[src/rtl/fetch_pkg.sv]
// Shared types and constants for the instruction-fetch stage.
package fetch_pkg;

    typedef enum logic [1:0] {
        FETCH = 2'd0,
        EXEC  = 2'd1,
        DRAIN = 2'd2
    } fetch_state_t;

    localparam logic [31:0] RESET_PC_DEFAULT = 32'h0040_0000;
    localparam logic [31:0] NOP_INSTR        = 32'h0000_0000;
    localparam logic [31:0] PC_STEP          = 32'd4;

    // Sign-extended branch displacement in bytes (word offset << 2).
    function automatic logic [31:0] branch_offset(input logic [15:0] imm);
        return {{14{imm[15]}}, imm, 2'b00};
    endfunction

endpackage

[src/rtl/next_pc_calc.sv]
// Next-PC selection for the retiring instruction: register jump, absolute
// jump, PC-relative branch or fall-through, plus the redirect flag.
module next_pc_calc
    import fetch_pkg::*;
(
    input  logic [31:0] pc_plus4,
    input  logic [15:0] branch_imm,
    input  logic [25:0] jump_index,
    input  logic [31:0] alu_result,
    input  logic        branch,
    input  logic        jump,
    input  logic        jump_reg,
    output logic [31:0] next_pc,
    output logic        redirect
);

    logic [31:0] reg_target;
    logic [31:0] jump_target;
    logic [31:0] branch_target;
    logic [1:0]  unused_alu_low;

    assign reg_target    = {alu_result[31:2], 2'b00};
    assign jump_target   = {pc_plus4[31:28], jump_index, 2'b00};
    assign branch_target = pc_plus4 + branch_offset(branch_imm);
    assign unused_alu_low = alu_result[1:0];

    // Jumps take priority over branches; JR/JALR is a jump with a register target.
    always_comb begin
        next_pc = pc_plus4;
        if (jump && jump_reg) begin
            next_pc = reg_target;
        end else if (jump) begin
            next_pc = jump_target;
        end else if (branch) begin
            next_pc = branch_target;
        end
    end

    // A taken branch that lands on pc_plus4 keeps the prefetch useful.
    assign redirect = (next_pc != pc_plus4);

endmodule

[src/rtl/fetch_unit.sv]
// Fetch stage: owns the PC, the instruction register and a one-entry
// prefetch buffer, and talks to instruction memory over a req/ack handshake.
module fetch_unit #(
    parameter logic [31:0] RESET_PC  = fetch_pkg::RESET_PC_DEFAULT,
    parameter logic [31:0] NOP_INSTR = fetch_pkg::NOP_INSTR
) (
    input  logic        clk,
    input  logic        rst_n,
    output logic        imem_req_out,
    output logic [31:0] imem_addr_out,
    input  logic        imem_ack_in,
    input  logic [31:0] imem_data_in,
    input  logic        stall_in,
    input  logic        branch_in,
    input  logic        jump_in,
    input  logic        jump_reg_in,
    input  logic [31:0] alu_result_in,
    input  logic [15:0] branch_imm_in,
    input  logic [25:0] jump_index_in,
    output logic [31:0] instr_out,
    output logic [31:0] pc_out,
    output logic [31:0] pc_plus4_out,
    output logic        instr_valid_out
);
    import fetch_pkg::*;

    fetch_state_t state, state_n;
    logic [31:0]  fetch_pc, fetch_pc_n;
    logic [31:0]  pc_reg, pc_n;
    logic [31:0]  instr_reg, instr_n;
    logic         valid, valid_n;
    logic [31:0]  pf_buf, pf_buf_n;
    logic         pf_valid, pf_valid_n;
    logic         outstanding, outstanding_n;
    logic [31:0]  addr_reg, addr_n;

    logic [31:0]  pc_plus4;
    logic [31:0]  next_pc;
    logic         redirect;
    logic         ack_hit;
    logic         retire;

    assign pc_plus4 = pc_reg + PC_STEP;
    assign ack_hit  = imem_ack_in && outstanding;
    assign retire   = valid && !stall_in;

    next_pc_calc u_next_pc (
        .pc_plus4   (pc_plus4),
        .branch_imm (branch_imm_in),
        .jump_index (jump_index_in),
        .alu_result (alu_result_in),
        .branch     (branch_in),
        .jump       (jump_in),
        .jump_reg   (jump_reg_in),
        .next_pc    (next_pc),
        .redirect   (redirect)
    );

    always_ff @(posedge clk or negedge rst_n) begin
        if (!rst_n) begin
            state       <= FETCH;
            fetch_pc    <= RESET_PC;
            pc_reg      <= RESET_PC;
            instr_reg   <= NOP_INSTR;
            valid       <= 1'b0;
            pf_buf      <= NOP_INSTR;
            pf_valid    <= 1'b0;
            outstanding <= 1'b0;
            addr_reg    <= RESET_PC;
        end else begin
            state       <= state_n;
            fetch_pc    <= fetch_pc_n;
            pc_reg      <= pc_n;
            instr_reg   <= instr_n;
            valid       <= valid_n;
            pf_buf      <= pf_buf_n;
            pf_valid    <= pf_valid_n;
            outstanding <= outstanding_n;
            addr_reg    <= addr_n;
        end
    end

    // The request is registered, so a new fetch is issued on the same edge
    // that retires its predecessor; this is what makes straight-line code bubble-free.
    always_comb begin
        state_n       = state;
        fetch_pc_n    = fetch_pc;
        pc_n          = pc_reg;
        instr_n       = instr_reg;
        valid_n       = valid;
        pf_buf_n      = pf_buf;
        pf_valid_n    = pf_valid;
        outstanding_n = outstanding;
        addr_n        = addr_reg;

        if (ack_hit) begin
            outstanding_n = 1'b0;
        end

        case (state)
            FETCH: begin
                if (ack_hit) begin
                    instr_n       = imem_data_in;
                    pc_n          = fetch_pc;
                    valid_n       = 1'b1;
                    state_n       = EXEC;
                    outstanding_n = 1'b1;
                    addr_n        = fetch_pc + PC_STEP;
                end else if (!outstanding) begin
                    outstanding_n = 1'b1;
                    addr_n        = fetch_pc;
                end
            end

            EXEC: begin
                if (retire) begin
                    if (redirect) begin
                        pf_valid_n = 1'b0;
                        valid_n    = 1'b0;
                        fetch_pc_n = next_pc;
                        if (outstanding && !imem_ack_in) begin
                            state_n = DRAIN;
                        end else begin
                            state_n       = FETCH;
                            outstanding_n = 1'b1;
                            addr_n        = next_pc;
                        end
                    end else if (pf_valid || ack_hit) begin
                        instr_n       = pf_valid ? pf_buf : imem_data_in;
                        pc_n          = pc_plus4;
                        pf_valid_n    = 1'b0;
                        outstanding_n = 1'b1;
                        addr_n        = pc_plus4 + PC_STEP;
                    end else begin
                        // Sequential successor not here yet; FETCH keeps waiting on the same request.
                        valid_n    = 1'b0;
                        fetch_pc_n = pc_plus4;
                        state_n    = FETCH;
                    end
                end else if (ack_hit) begin
                    pf_buf_n   = imem_data_in;
                    pf_valid_n = 1'b1;
                end else if (!outstanding && !pf_valid) begin
                    outstanding_n = 1'b1;
                    addr_n        = pc_plus4;
                end
            end

            DRAIN: begin
                if (ack_hit) begin
                    state_n       = FETCH;
                    outstanding_n = 1'b1;
                    addr_n        = fetch_pc;
                end
            end

            default: begin
                state_n = FETCH;
            end
        endcase
    end

    assign imem_req_out    = outstanding;
    assign imem_addr_out   = addr_reg;
    assign instr_out       = valid ? instr_reg : NOP_INSTR;
    assign pc_out          = pc_reg;
    assign pc_plus4_out    = pc_plus4;
    assign instr_valid_out = valid;

endmodule

[config.mk]
export PLATFORM = sky130hd
export DESIGN_NAME = fetch_unit
export DESIGN_NICKNAME = d
export VERILOG_FILES = /design/src/rtl/fetch_pkg.sv /design/src/rtl/next_pc_calc.sv /design/src/rtl/fetch_unit.sv
export SDC_FILE = /design/constraint.sdc
export NUM_CORES = 1
export LEC_CHECK = 0
export ABC_AREA = 1
export BUFFER_PORTS_ARGS = -buffer_cell sky130_fd_sc_hd__buf_2
export CORE_MARGIN = 3
export CORE_UTILIZATION = 31
export CTS_CLUSTER_SIZE = 10
export DETAILED_ROUTE_END_ITERATION = 12
export PLACE_DENSITY_LB_ADDON = 0.08
export SYNTH_ARGS = -nofsm -noshare
export SYNTH_HDL_FRONTEND = slang
export SYNTH_HIERARCHICAL = 1
export SYNTH_SLANG_ARGS = --single-unit
[constraint.sdc]
create_clock -name clk -period 12.5 [get_ports clk]
set_clock_uncertainty 0.15 [all_clocks]
set_input_delay 2.5 -clock clk [delete_from_list [all_inputs] [get_ports clk]]
set_output_delay 2.5 -clock clk [all_outputs]
set_load 0.005 [all_outputs]
==> results.json <==
{
  "cp.required_ps": 12740,
  "hold_violations": 0,
  "grt_pass1_vias": 15560,
  "max_freq_mhz": 112.1,
  "power.leakage_nw": 9.153,
  "postSynthAreaPerCell_um2": 6.136,
  "first_pass_iters": 5,
  "synth_fp_nets": 2581,
  "synth_cells": 2430,
  "layout.nets": 2767,
  "p_comb_share_pct": 62.1,
  "p_switching_mw": 2.387,
  "crit_arrival_ps": 9160,
  "internal_power_mw": 1.961,
  "end_kind": "flop",
  "grt_start_max_net_pins": 72,
  "clock_latency_ps": 490,
  "io_buffers": 240,
  "wl_per_cell_um": 18.88,
  "clock_power_share_pct": 13.0,
  "drc": 0,
  "outcome": "completed",
  "fp.coreArea_mm2": 0.04705,
  "area_growth_pct": 15.70,
  "dp_hpwl_um": 47470,
  "cap_violations": 0,
  "die_w_um": 225.3,
  "vias_per_cell": 5.063,
  "htree_levels": 4,
  "gp_congestion": 0.9101,
  "layout_min_cycle_time_ps": 8923,
  "start_util_pct": 31.69,
  "cp-start-kind": "input port",
  "synth_top_area_cell": "dfrtp_1",
  "antenna_cells": 0,
  "cts_tree": "done",
  "clk_pin_slew_ps": 70,
  "fillerInstances": 5319,
  "place_ws_ps": 3088,
  "synth_area_mm2": 0.01491,
  "cpMostUsedCell": "nand2_1",
  "gr-total-overflow": 0,
  "synth_edf_count": 0,
  "ir_worst_vdd_v": 0.0001358,
  "p_sw_share_pct": 54.90,
  "clockBufferDepth": 2,
  "grt_first_pass_wirelength_um": 92760,
  "cts_resized": 0,
  "ys_types": 56,
  "layout.cells.most_common": "nand2_1",
  "max_slew_margin_pct": 26.52,
  "rsz0062_at_grt": "no",
  "setup_viol": 0,
  "layout_common_cells": "nand2_1 (785), inv_1 (339), buf_2 (239), o21ai_0 (224), nor2_1 (178)",
  "synthFlopType": "dfrtp_1",
  "slew_violations": 0,
  "yosysWarnings": 6,
  "synth_top_area_share_pct": 27.19,
  "yosysSeqAreaShare_pct": 27.72,
  "ys_ff_latch": 165,
  "drt_iter0_drc": 1267,
  "cpMaxStageDelayCell": "inv_1",
  "worst_pin_slew_ps": 1102,
  "ios": 243,
  "cts-root-buf": "clkbuf_16",
  "worst_path_largest_cell_delay_ps": 810,
  "core.rowCount": 79,
  "final.setup.tns_ps": 0,
  "cts-buffers-inserted": 17,
  "antenna_found_initial": 4,
  "cts_setup_buffers": 0,
  "synthArstFlopShare_pct": 100.0,
  "fp.dieArea_mm2": 0.05077,
  "timing.final.crit_share_pct": 71.38,
  "hold_buffers": 0,
  "vias": 16390,
  "clkSinkCount": 165,
  "cp_max_fo": 71,
  "synthTopCellsByArea": "dfrtp_1 (27%), nand2_1 (20%), inv_1 (8.5%), o21ai_0 (7.5%), nor2_1 (4.5%)",
  "ant_nets": 0,
  "die_h_um": 225.3,
  "path_class": "in -> reg",
  "powerDensity_mw_per_mm2": 252.1,
  "route.final.wire_length_um": 61100,
  "grtUsageTotal_pct": 24.09,
  "p_seq_share_pct": 24.9,
  "drive_gt1_share_pct": 17.61,
  "hp-class": "reg -> reg",
  "worst_slack_ps": 3577
}
-- power by group through the flow --
| stage | Sequential (mW) | Combinational, mW | Clock (mW) |
|---|---|---|---|
| after floorplan | 0.993 | 1.84 | 0 |
| after CTS | 1.08 | 2.72 | 0.583 |
| after detailed placement | 1.09 | 2.71 | 0 |
| after global routing | 1.12 | 3.06 | 0.604 |
| after global placement | 1.09 | 2.68 | 0 |
| final | 1.08 | 2.70 | 0.565 |
-- worst max-delay path, delay by kind of cell --
kind	cells	cell delay (ps)
compound gates	2	200
fa+ha+maj	2	580
buf+inv	8	2520
simple gates	22	3240
-- area by class of cell --
type	count	area (um2)	share of cell area [%]
inverter	359	1351	7.833
clock inverter	14	181.4	1.052
multi-input combinational	1817	9070	52.57
tap	607	759.5	4.402
sequential	165	4133	23.96
timing repair buffer	256	1328	7.695
clock buffer	18	429.2	2.488
-- metrics by stage --
step	hold WS [ps]	std cells	power [mW]	utilization (%)	area, um2
2_1_floorplan	297.9	2430	2.834	-	14910
3_3_place_gp	310.3	3204	3.771	35.37	16640
3_5_place_dp	311.9	3204	3.800	35.37	16640
4_1_cts	323.5	3236	4.387	36.67	17250
5_1_grt	348.3	3236	4.784	36.67	17250
6_report	320.6	3236	4.348	36.67	17250
-- synth_stat cells, types with 3 or more instances --
cell      number
nand2_1      787
inv_1        339
o21ai_0      224
nor2_1       178
dfrtp_1      162
nand3_1      132
a21oi_1       89
clkbuf_1      64
nand2_2       41
xor2_1        38
ha_1          37
nor2_2        35
or2_2         35
nand4_1       32
o221ai_1      31
o22ai_1       25
nor3_1        24
buf_2         20
o211ai_1      17
inv_2         16
nand3_2       11
nor2_4        10
a31oi_1        7
a21oi_2        6
nand2_4        6
o21ai_1        6
nand3b_1       5
a22oi_1        4
buf_4          4
and2_1         3
dfstp_2        3
nor2_8         3
nor3_2         3
nor4_1         3
-- layer usage --
metal	track usage (%)	up-vias	routed length (um)
met5	0	-	53
met4	8.364	8	1904
met3	5.341	91	4169
met2	39.51	544	28360
met1	31.35	7587	26610
li1	-	8155	-
-- cells by family after synthesis --
family / Yosys count / synth area share [%]
buffers and inverters: 448 / 11.57
flip-flops: 165 / 27.72
XOR/XNOR: 41 / 2.459
adder cells (fa/ha/maj): 38 / 3.239
AO/OA/AOI/OAI: 429 / 16.39
AND/OR/NAND/NOR: 1309 / 38.63
-- path summary, 6_finish.rpt --
check	from	to	slack, ps	cells after the start
max	branch_imm_in[0]	pc_out[20]$_DFFE_PN0P_	3580	34
min in group asynchronous	rst_n	pc_out[27]$_DFFE_PN0P_	1800	1
min	imem_addr_out[22]$_DFFE_PN1P_	imem_addr_out[22]$_DFFE_PN1P_	320	2
max reg2reg	pc_out[2]$_DFFE_PN0P_	pc_out[20]$_DFFE_PN0P_	3880	36
max in group asynchronous	rst_n	instr_reg[11]$_DFFE_PN0P_	8440	3
min reg2reg	imem_addr_out[22]$_DFFE_PN1P_	imem_addr_out[22]$_DFFE_PN1P_	320	2
Note: power is estimated with default switching activity, not from simulation.
